`config.mk`:
```
export PLATFORM = sky130hd
export DESIGN_NAME = ex_stage
export DESIGN_NICKNAME = d
export VERILOG_FILES = /design/src/rtl/ex_stage.sv
export SDC_FILE = /design/constraint.sdc
export NUM_CORES = 1
export LEC_CHECK = 0
export ABC_AREA = 0
export BUFFER_PORTS_ARGS = -buffer_cell sky130_fd_sc_hd__buf_2
export CAP_MARGIN = 10
export CORE_MARGIN = 10
export CORE_UTILIZATION = 49
export CTS_CLUSTER_DIAMETER = 40
export DETAILED_ROUTE_END_ITERATION = 6
export PLACE_DENSITY = 0.69
export SYNTH_ARGS = -nofsm -noshare
export SYNTH_HDL_FRONTEND = slang
export SYNTH_SLANG_ARGS = --single-unit
```
`constraint.sdc`:
```
create_clock -name clk -period 17 [get_ports clk]
set_clock_uncertainty 0.15 [all_clocks]
set_input_delay 0.85 -clock clk [delete_from_list [all_inputs] [get_ports clk]]
set_output_delay 0.85 -clock clk [all_outputs]
set_load 0.05 [all_outputs]
```
`src/rtl/ex_stage.sv`:
```
// Execute stage: single-cycle R-type ALU with a registered result and
// write-back control, plus a 32-iteration shift-add multiplier that loads
// the internal HI/LO pair and holds off decode through in_ready while busy.
module ex_stage #(
    parameter int WIDTH      = 32,
    parameter int MUL_CYCLES = 32
) (
    input  logic             clk,
    input  logic             rst,
    input  logic             in_valid,
    output logic             in_ready,
    input  logic [5:0]       funct,
    input  logic [WIDTH-1:0] readData1,
    input  logic [WIDTH-1:0] readData2,
    input  logic [4:0]       writeReg,
    output logic             out_valid,
    output logic [WIDTH-1:0] aluResult,
    output logic             zero,
    output logic             regWriteOut,
    output logic [4:0]       writeRegOut,
    output logic             illegal
);

    localparam int CW = $clog2(MUL_CYCLES);

    localparam logic [5:0] F_MFHI  = 6'h10;
    localparam logic [5:0] F_MFLO  = 6'h12;
    localparam logic [5:0] F_MULT  = 6'h18;
    localparam logic [5:0] F_MULTU = 6'h19;
    localparam logic [5:0] F_ADD   = 6'h20;
    localparam logic [5:0] F_ADDU  = 6'h21;
    localparam logic [5:0] F_SUB   = 6'h22;
    localparam logic [5:0] F_SUBU  = 6'h23;
    localparam logic [5:0] F_AND   = 6'h24;
    localparam logic [5:0] F_OR    = 6'h25;
    localparam logic [5:0] F_XOR   = 6'h26;
    localparam logic [5:0] F_NOR   = 6'h27;
    localparam logic [5:0] F_SLT   = 6'h2A;
    localparam logic [5:0] F_SLTU  = 6'h2B;

    typedef enum logic {IDLE, MUL} state_t;

    state_t             state;
    logic [WIDTH-1:0]   hi, lo;
    logic [2*WIDTH-1:0] acc;
    logic [2*WIDTH-1:0] mcand;
    logic [WIDTH-1:0]   mplier;
    logic               neg;
    logic [CW-1:0]      cnt;

    logic               accept;
    logic [WIDTH-1:0]   alu_res;
    logic               alu_ok;
    logic               is_mul;
    logic               mul_signed;
    logic [WIDTH-1:0]   a_mag, b_mag;
    logic [2*WIDTH-1:0] acc_next;
    logic [2*WIDTH-1:0] product;

    assign accept = in_valid && in_ready;

    // Decode the function field into a result, a legality flag and a mult request.
    always_comb begin
        // NOTE: every always_comb output gets a default first so no path can infer a latch.
        alu_res    = '0;
        alu_ok     = 1'b1;
        is_mul     = 1'b0;
        mul_signed = 1'b0;
        unique case (funct)
            F_ADD, F_ADDU: alu_res = readData1 + readData2;
            F_SUB, F_SUBU: alu_res = readData1 - readData2;
            F_AND:         alu_res = readData1 & readData2;
            F_OR:          alu_res = readData1 | readData2;
            F_XOR:         alu_res = readData1 ^ readData2;
            F_NOR:         alu_res = ~(readData1 | readData2);
            F_SLT:         alu_res = {{(WIDTH-1){1'b0}}, $signed(readData1) < $signed(readData2)};
            F_SLTU:        alu_res = {{(WIDTH-1){1'b0}}, readData1 < readData2};
            F_MFHI:        alu_res = hi;
            F_MFLO:        alu_res = lo;
            F_MULT:  begin is_mul = 1'b1; mul_signed = 1'b1; end
            F_MULTU:       is_mul = 1'b1;
            default:       alu_ok = 1'b0;
        endcase
    end

    // Operand magnitudes for the unsigned shift-add core; the most negative
    // value negates to itself, which is its correct unsigned magnitude.
    always_comb begin
        a_mag = (mul_signed && readData1[WIDTH-1]) ? -readData1 : readData1;
        b_mag = (mul_signed && readData2[WIDTH-1]) ? -readData2 : readData2;
    end

    // One shift-add step and the sign-corrected product for the final step.
    always_comb begin
        acc_next = mplier[0] ? acc + mcand : acc;
        product  = neg ? -acc_next : acc_next;
    end

    // Stage FSM, registered outputs and multiplier datapath.
    // NOTE: sequential state uses non-blocking assignments so every register samples pre-edge values.
    always_ff @(posedge clk or posedge rst) begin
        if (rst) begin
            state       <= IDLE;
            in_ready    <= 1'b1;
            out_valid   <= 1'b0;
            aluResult   <= '0;
            zero        <= 1'b0;
            regWriteOut <= 1'b0;
            writeRegOut <= '0;
            illegal     <= 1'b0;
            // NOTE: HI/LO are architectural state and are cleared on reset, so an aborted mult leaves no trace.
            hi          <= '0;
            lo          <= '0;
            acc         <= '0;
            mcand       <= '0;
            mplier      <= '0;
            neg         <= 1'b0;
            cnt         <= '0;
        end else begin
            out_valid   <= 1'b0;
            regWriteOut <= 1'b0;
            illegal     <= 1'b0;
            unique case (state)
                IDLE: begin
                    if (accept) begin
                        if (is_mul) begin
                            mcand    <= {{WIDTH{1'b0}}, a_mag};
                            mplier   <= b_mag;
                            neg      <= mul_signed && (readData1[WIDTH-1] ^ readData2[WIDTH-1]);
                            acc      <= '0;
                            cnt      <= '0;
                            in_ready <= 1'b0;
                            state    <= MUL;
                        end else begin
                            out_valid   <= 1'b1;
                            aluResult   <= alu_res;
                            zero        <= (alu_res == '0);
                            regWriteOut <= alu_ok;
                            illegal     <= !alu_ok;
                            writeRegOut <= writeReg;
                        end
                    end
                end
                MUL: begin
                    acc    <= acc_next;
                    mcand  <= mcand << 1;
                    mplier <= mplier >> 1;
                    cnt    <= cnt + CW'(1);
                    if (cnt == CW'(MUL_CYCLES - 1)) begin
                        hi       <= product[2*WIDTH-1:WIDTH];
                        lo       <= product[WIDTH-1:0];
                        in_ready <= 1'b1;
                        state    <= IDLE;
                    end
                end
                default: state <= IDLE;
            endcase
        end
    end

endmodule

```
After elaboration in Yosys (flattened, before gate mapping)
Cells that the tools add are included.
Word-level totals
  bits in registers: 273
  input bits: 78
  logic and storage cells: 101
Operators by class
  add/subtract/negate cells: 7
  magnitude comparators: 2
  equal/unequal tests: 18
  multiplexer cells: 37
  bitwise logic cells: 7
  reduce and logical (&&, ||, !) cells: 15
Operators by type and width (count)
  64-bit two-way mux: 6
  32-bit one-hot mux with 10 select lines: 1
  64-bit one-hot mux with 2 select lines: 2
  32-bit two-way mux: 4
  64-bit adder: 1
  32-bit less-than comparator: 2
  32-bit negator: 2
  64-bit negator: 1
  32-bit one-hot mux with 2 select lines: 1
  6-bit == test (second input constant): 10
  32-bit adder: 1
  32-bit bitwise AND: 1
  32-bit zero test: 1
  32-bit NOT: 1
  32-bit bitwise OR: 1
  32-bit subtractor: 1
  32-bit XOR: 1
  6-bit by 5-bit == test with 1-bit output (second input constant): 4
  1-bit two-way mux: 18
  14-bit OR reduction: 1
  5-bit two-way mux: 2
  5-bit one-hot mux with 2 select lines: 1
  3-bit AND reduction: 3
  2-bit OR reduction: 3
  other kinds (10): 17

Depth between registers and ports, before layout
Gate-level depths: netlist of the first run.
  word-level depth: 7
  depth in mapped cells: 17

Worst setup path before layout of the first run
OpenSTA, ideal clock, no wires.
  kind: input -> register
  start point: in readData1[7]
  end point: reg zero
  arrival time: 4628 ps
  required time: 16782 ps
  slack: 12154 ps
  stages on the path: 16
  path buffers: 1
  cell sequence: inv_1 ha_1 clkbuf_1 inv_1 a21oi_1 or4b_2 a31oi_1 o31ai_1 a221oi_1 xnor2_1 nor2_1 a211oi_1 nand4_1 or4b_2 nor4_1 a32o_1
On the way
  longest elaborated chain between the ends: 4
  elaborated cells between the ends (all ways): 10
  classes of those cells: add/sub (2); order compare (2); mux (1); bitwise (4); reduce/logical (1)
RTL lines
  start: declaration: line 13  | input logic [WIDTH-1:0] readData1,
  branches (longest 2 deep; another with 32-bit subtractor)
  32-bit one-hot mux with 10 select lines *: line 69  | unique case (funct)
  32-bit zero test *: line 137  | zero <= (alu_res == '0);
  end signal: assignment: line 137
  end: declaration: line 18  | output logic zero,
Every way passes the cells marked *.
A chain may end at the register's enable or synchronous reset.

Worst setup path after layout of the first run
  start point: reg mcand[3]
  end point: reg hi[26]
On the way
  longest elaborated chain between the ends: 4
RTL lines
  start: declaration: line 46  | logic [2*WIDTH-1:0] mcand;
  start signal: assignment: line 127  | mcand <= {{WIDTH{1'b0}}, a_mag};
  start signal: assignment: line 146  | mcand <= mcand << 1;
  64-bit adder *: line 95  | acc_next = mplier[0] ? acc + mcand : acc;
  64-bit two-way mux *: line 95
  64-bit negator: line 96  | product = neg ? -acc_next : acc_next;
  64-bit two-way mux *: line 96
  end signal: assignment: line 150  | hi <= product[2*WIDTH-1:WIDTH];
  end: declaration: line 44  | logic [WIDTH-1:0] hi, lo;
Mark *: on every way between the ends. The rest lies on a longest branch, timed or not.

==> results of run 1 <==
[power by group through the flow]
stage / combinational, uW / sequential (uW) / clock, uW
final: 1940 / 1100 / 1090
after global routing: 2120 / 1120 / 1130
after CTS: 1900 / 1090 / 1100
after detailed placement: 1890 / 1100 / 0
after global placement: 1850 / 1090 / 0
after floorplan: 1320 / 1070 / 0
[path summary, 6_finish.rpt]
check                               start             end  slack (ps)
max in group asynchronous             rst       mplier[0]       14960
min in group clk              writeReg[4]  writeRegOut[4]         280
max reg2reg                      mcand[3]          hi[26]       11310
max                              mcand[3]          hi[26]       11310
min reg2reg                writeRegOut[2]  writeRegOut[2]         320
min                                   rst         illegal         120
[cells in the mapped netlist (8+ instances only)]
cell type / number / share of area, %
nor2_1: 259 / 4.0
nand3b_1: 8 / 0.24
o22ai_1: 32 / 0.81
inv_1: 130 / 2.0
a21o_1: 29 / 0.88
or3_1: 23 / 0.58
xor2_1: 46 / 1.6
a21boi_0: 11 / 0.34
a221oi_1: 28 / 1.0
o21ai_0: 418 / 8.5
a22oi_1: 12 / 0.37
ha_1: 167 / 8.5
nor2b_1: 19 / 0.48
a21oi_1: 278 / 5.7
mux2_2: 24 / 1.1
nand2_1: 560 / 8.5
or4_1: 17 / 0.52
o21bai_1: 14 / 0.43
o21a_1: 16 / 0.49
nor4_1: 26 / 0.66
and3_1: 20 / 0.51
o221ai_1: 8 / 0.28
nand4_1: 65 / 1.7
buf_1: 18 / 0.27
mux2i_1: 45 / 1.8
a22o_1: 8 / 0.28
clkbuf_1: 192 / 2.9
a31oi_1: 25 / 0.64
and4_1: 8 / 0.28
nor3_1: 60 / 1.2
o211ai_1: 34 / 1.0
xnor2_1: 125 / 4.4
o31ai_1: 53 / 1.6
nand3_1: 43 / 0.87
nand2b_1: 33 / 0.84
a211oi_1: 33 / 1.0
and2_1: 8 / 0.20
o41ai_1: 17 / 0.61
or2_2: 19 / 0.48
dfrtp_1: 272 / 28
[final cells by class]
| type | count | area (um^2) |
|---|---|---|
| fillers | 4817 | 22500 |
| repair buffers | 152 | 843 |
| multi-input cells | 2703 | 16500 |
| inverters | 133 | 507 |
| diodes | 3 | 7.51 |
| flip-flops and latches | 273 | 6840 |
| clock buffers | 61 | 1400 |
| well taps | 672 | 841 |
| clock inverters | 35 | 442 |
[stage by stage]
| stage | utilization (%) | power (uW) | instances | hold slack [ps] | setup slack [ps] |
|---|---|---|---|---|---|
| 2_1_floorplan | - | 2390 | 3324 | 294 | 8480 |
| 3_3_place_gp | 51.2 | 2930 | 3932 | 305 | 11370 |
| 6_report | 54.9 | 4130 | 4032 | 124 | 11310 |
| 3_5_place_dp | 51.2 | 2980 | 3932 | 314 | 11230 |
| 4_1_cts | 54.9 | 4080 | 4028 | 166 | 11390 |
| 5_1_grt | 54.9 | 4360 | 4029 | 204 | 11010 |
[layer usage]
metal | up-vias | global-route usage, % | share of wire (%) | routed length, um
met2 | 1281 | 50.3 | 44 | 44000
met1 | 12600 | 42.5 | 42 | 42100
li1 | 11900 | - | - | -
met4 | 0 | 14.1 | 4.6 | 4520
met3 | 217 | 5.54 | 8.6 | 8500
met5 | - | 0 | 0 | 0
[registers in the layout, indices dropped and copies added (netlist names)]
name         flops
illegal          1
mcand           64
neg              1
state            1
in_ready         1
hi              32
lo              32
aluResult       32
writeRegOut      5
regWriteOut      1
mplier          32
zero             1
out_valid        1
cnt              5
acc             64
[cell families after synthesis]
kind of cell	synth area share (%)
xor+xnor	6.09
compound gates	27.0
buf+inv	5.33
mux	2.93
flops	27.8
simple gates	22.2
fa+ha+maj	8.74
[worst max-delay path: stages (launching register included)]
cell	delay [ps]
dfrtp_1	400
ha_1	360
o21ai_1	140
nor4b_1	620
nor3b_1	250
o32ai_1	730
mux2i_1	250
o311ai_1	230
or4b_1	660
nor3_2	370
nand4b_1	380
or4_1	640
nor4_1	250
a21oi_1	70
o211ai_1	100
==> results.json, run 1 <==
{
  "slew_headroom_pct": 22.4,
  "die_height_um": 244,
  "finalSetupTns_ps": 0,
  "start_util_pct": 49.3,
  "violations": "design-rule violations",
  "setup_viol": 0,
  "intPower_uw": 2190,
  "antenna_found_initial": 4,
  "finalMaxSlewViolations": 0,
  "final_cell_mix": "nand2_1, o21ai_0, a21oi_1",
  "mappedNetlistNets": 3572,
  "vias": 26000,
  "dp_hpwl_um": 75800,
  "totalWireLength_um": 99100,
  "grt_pass1_vias": 24300,
  "cts_sinks": 273,
  "required_ps": 17380,
  "power-per-cell-area_mw_per_mm2": 151,
  "rsz0062_at_grt": "no",
  "portBuffers": 119,
  "combPwrFrac_pct": 47.1,
  "drive_above_1_share_pct": 9.77,
  "dr.pass1.iters": 7,
  "hold_viol_final": 0,
  "routabilityCongestion": 1.02,
  "fp.dieW_um": 244,
  "finalCritPeriodShare_pct": 33.4,
  "ant_nets": 0,
  "grt-ovfl-total": 0,
  "synth.ff_latch_count": 273,
  "cts_buffers": 51,
  "cp.arrival_ps": 6070,
  "leakage_uw": 0.0117,
  "endpoint_kind": "register",
  "drtIter0Drc": 3135,
  "grt_pass1_wl_um": 150000,
  "ir_drop_mv": 0.119,
  "routedWlPerCell_um": 24.6,
  "synth_area_mm2": 0.0246,
  "nets": 3562,
  "final_common_cell": "nand2_1",
  "rows": 82,
  "worst-setup-path-type": "register to register",
  "cts_tree": "yes",
  "fmax_mhz": 176,
  "crit_path_max_fanout": 7,
  "reg2reg_depth": 14,
  "status": "finished, violations left",
  "p_switching_uw": 1940,
  "hold_class": "input pin to async pin",
  "postCtsSetupBuffers": 0,
  "clk_path_buf_depth": 3,
  "stdcell_area_mm2": 0.0274,
  "startpoint_type": "register",
  "grt_max_degree": 90,
  "drc": 1,
  "power_frac_clock_pct": 26.3,
  "avgViaCountPerCell": 6.45,
  "clkLatencyLatePin_ps": 620,
  "synth_flop_cell": "dfrtp_1",
  "yosysUniqueCellTypes": 88,
  "worst_pin_slew_ps": 1160,
  "postSynthCellCount": 3324,
  "yosysSeqAreaShare_pct": 27.8,
  "htree_levels": 2,
  "post_synth.cell_area_avg_um2": 7.40,
  "root_buffer": "clkbuf_16",
  "switching_share_pct": 47.0,
  "io_pins": 120,
  "async_reset_ff_share_pct": 100,
  "pwr-share-seq_pct": 26.6,
  "die-area_mm2": 0.0596,
  "cts_resized": 0,
  "fin_crit_ps": 5690,
  "max-cap-violations": 0,
  "coreArea_mm2": 0.0499,
  "synth_edf_count": 0,
  "grt_use_total_pct": 32.0,
  "yosys_warnings": 0,
  "cts_hold_buffers": 0,
  "area_delta_synth_final_pct": 11.3,
  "place_area_mm2": 0.0255,
  "clk_pin_slew_worst_paths_ps": 60
}
No activity file was read; power rests on OpenSTA's default activity.
==> run 2, diff against run 1 <==
ABC_AREA = 1   (was 0)
clock period = 5.5 ns   (was 17 ns; I/O delays follow)
==> results.json, run 2 <==
{
  "htree_levels": 2,
  "stdcell_area_mm2": 0.0303,
  "place_area_mm2": 0.0279,
  "ir_drop_mv": 0.393,
  "fin_crit_ps": 3960,
  "hold_slack_ps": 16.2,
  "grt_max_degree": 103,
  "routabilityCongestion": 0.998,
  "mappedNetlistNets": 4621,
  "vias": 29700,
  "finalCritPeriodShare_pct": 72.0,
  "finalSetupTns_ps": 0,
  "coreArea_mm2": 0.0539,
  "postCtsSetupBuffers": 0,
  "power-per-cell-area_mw_per_mm2": 482,
  "status": "complete, no violations",
  "max-cap-violations": 0,
  "hold_viol_final": 0,
  "synth_common_cells": "nand2_1, inv_1, nand3_1",
  "die_height_um": 253,
  "synth_top_area_cell": "dfrtp_1",
  "synth_area_mm2": 0.0267,
  "ys_top_cells_by_area": "dfrtp_1, nand2_1, inv_1",
  "drive_above_1_share_pct": 8.47,
  "postSynthCellCount": 4373,
  "die-area_mm2": 0.0642,
  "root_buffer": "clkbuf_16",
  "antenna_found_initial": 1,
  "met3WireLength_um": 11900,
  "slew_headroom_pct": 22.8,
  "setup_viol": 0,
  "grt_pass1_vias": 27300,
  "place_inst": 5083,
  "yosysSeqAreaShare_pct": 25.6,
  "power_frac_clock_pct": 24.3,
  "final_common_cell": "nand2_1",
  "final_core_util_pct": 56.2,
  "nets": 4735,
  "crit_path_max_fanout": 6,
  "intPower_uw": 7180,
  "area_delta_synth_final_pct": 13.4,
  "synth_flop_cell": "dfrtp_1",
  "drc": 0,
  "fmax_mhz": 253,
  "yosysUniqueCellTypes": 64,
  "p_switching_uw": 7410,
  "grt_pass1_wl_um": 166000,
  "met1_length_um": 47400,
  "final_cell_mix": "nand2_1, inv_1, nand3_1",
  "cts_buffers": 55,
  "clk_pin_slew_worst_paths_ps": 60,
  "finalMaxSlewViolations": 0,
  "startpoint_type": "input pin",
  "required_ps": 5930,
  "fin_cells": 5231,
  "endpoint_kind": "register",
  "synth_edf_count": 0,
  "switching_share_pct": 50.8,
  "pwr-share-seq_pct": 22.0,
  "avgViaCountPerCell": 5.68,
  "ant_nets": 0,
  "post_synth.cell_area_avg_um2": 6.11,
  "grt_use_total_pct": 33.9,
  "hold_class": "input pin to register",
  "drtIter0Drc": 3162,
  "synth.most_common_cell": "nand2_1",
  "wl_met2_um": 47100,
  "worst-setup-path-type": "input pin to register",
  "yosys_warnings": 0,
  "top_layer_used": "met4",
  "cts_tree": "yes",
  "grt-ovfl-total": 0,
  "leakage_uw": 0.0163,
  "rsz0062_at_grt": "no",
  "combPwrFrac_pct": 53.8,
  "rows": 85,
  "cts_sinks": 273,
  "async_reset_ff_share_pct": 100,
  "clk_path_buf_depth": 3,
  "start_util_pct": 49.5,
  "synth.ff_latch_count": 273,
  "fp.dieW_um": 253,
  "portBuffers": 119,
  "io_pins": 120,
  "dr.pass1.iters": 7,
  "clkLatencyLatePin_ps": 650,
  "routedWlPerCell_um": 21.3,
  "top_regs": "acc (64), mcand (64)",
  "synth_top_area_share_pct": 25.5,
  "n_fill_cell": 5566,
  "worst_pin_slew_ps": 1160,
  "totalWireLength_um": 111000,
  "cp.arrival_ps": 4390,
  "dp_hpwl_um": 87800
}
-- run 2: cell count changes in the layout (fill, tap and decap cells not counted), sizes merged, moves of 51 or more --
cell,before,now
inv,145,712
xnor2,125,6
nor2,259,374
a21oi,279,189
nand2,560,1479
o31ai,54,3
nand3,43,368
o22ai,32,89
o21ai,425,240
-- run 2: what timing repair did --
action / 4_1_cts / 5_1_grt
gates resized for setup: 0 / 0
hold buffers: 43 / 0
endpoints found under the hold margin: 65 / 0
-- run 2: final cells by class --
cell class	instances	area [um^2]	area share (%)
diodes	1	2.50	0.00826
multi-input cells	3262	16700	55.2
clock inverters	40	498	1.64
repair buffers	194	1280	4.22
well taps	696	871	2.88
flip-flops and latches	273	6840	22.6
clock buffers	64	1440	4.76
inverters	701	2640	8.72
-- run 2: kinds of logic (layout without fill, tap and decap cells) --
| group | count (synthesis) | after routing | synth area share (%) |
|---|---|---|---|
| AOI/OAI and AO/OA | 669 | 669 | 15.0 |
| xor gates and xnor gates | 70 | 70 | 2.30 |
| adders and majority gates | 170 | 170 | 8.05 |
| buffers and inverters | 838 | 999 | 11.9 |
| DFF | 273 | 273 | 25.6 |
| other | 0 | 1 | 0 |
| and+or+nand+nor | 2353 | 2353 | 37.2 |
-- run 2: path summary, 6_finish.rpt --
| path | cells after the start | startpoint | slack [ps] | end |
|---|---|---|---|---|
| min in group asynchronous | 3 | rst | 140 | acc[18] |
| max | 22 | readData2[0] | 1540 | zero |
| max in group asynchronous | 4 | rst | 3750 | aluResult[18] |
| min | 3 | readData1[12] | 20 | mcand[12] |
| max reg2reg | 22 | acc[0] | 1590 | hi[13] |
| min reg2reg | 2 | writeRegOut[0] | 320 | writeRegOut[0] |
-- run 2: power by group through the flow --
stage	clock, uW	combinational, uW	sequential [uW]
floorplan	0	5580	3050
global placement	0	7600	3210
detailed placement	0	7650	3220
CTS	3560	7730	3190
global route	3670	8760	3250
finish	3540	7850	3210
-- run 2: through the flow --
stage	setup slack, ps	total power, uW
2_1_floorplan	1470	8640
3_5_place_dp	1630	10900
3_3_place_gp	1620	10800
4_1_cts	1660	14500
5_1_grt	1260	15700
6_report	1540	14600
-- run 2: metal layers --
layer | up-vias | track usage (%)
li1 | 14300 | -
met1 | 13700 | 46.6
met2 | 1482 | 50.0
met3 | 222 | 7.83
met4 | 0 | 14.4
met5 | - | 0
-- run 2: worst max-delay path: stages --
cell and delay (ps):
dlygate4sd3_1 520, buf_2 140, ha_1 180, inv_1 80
fa_1 400, inv_1 100, nand3_1 70, nand2_1 120
a21oi_1 160, o21ai_0 660, nand3_1 210, nand2_1 250
nand4_1 210, nand2_1 110, nand2_1 50, nand3_1 90
nand3_1 130, nor2_1 130, nand2_1 60, nor2_1 220
nand4_1 120, nand2_1 80
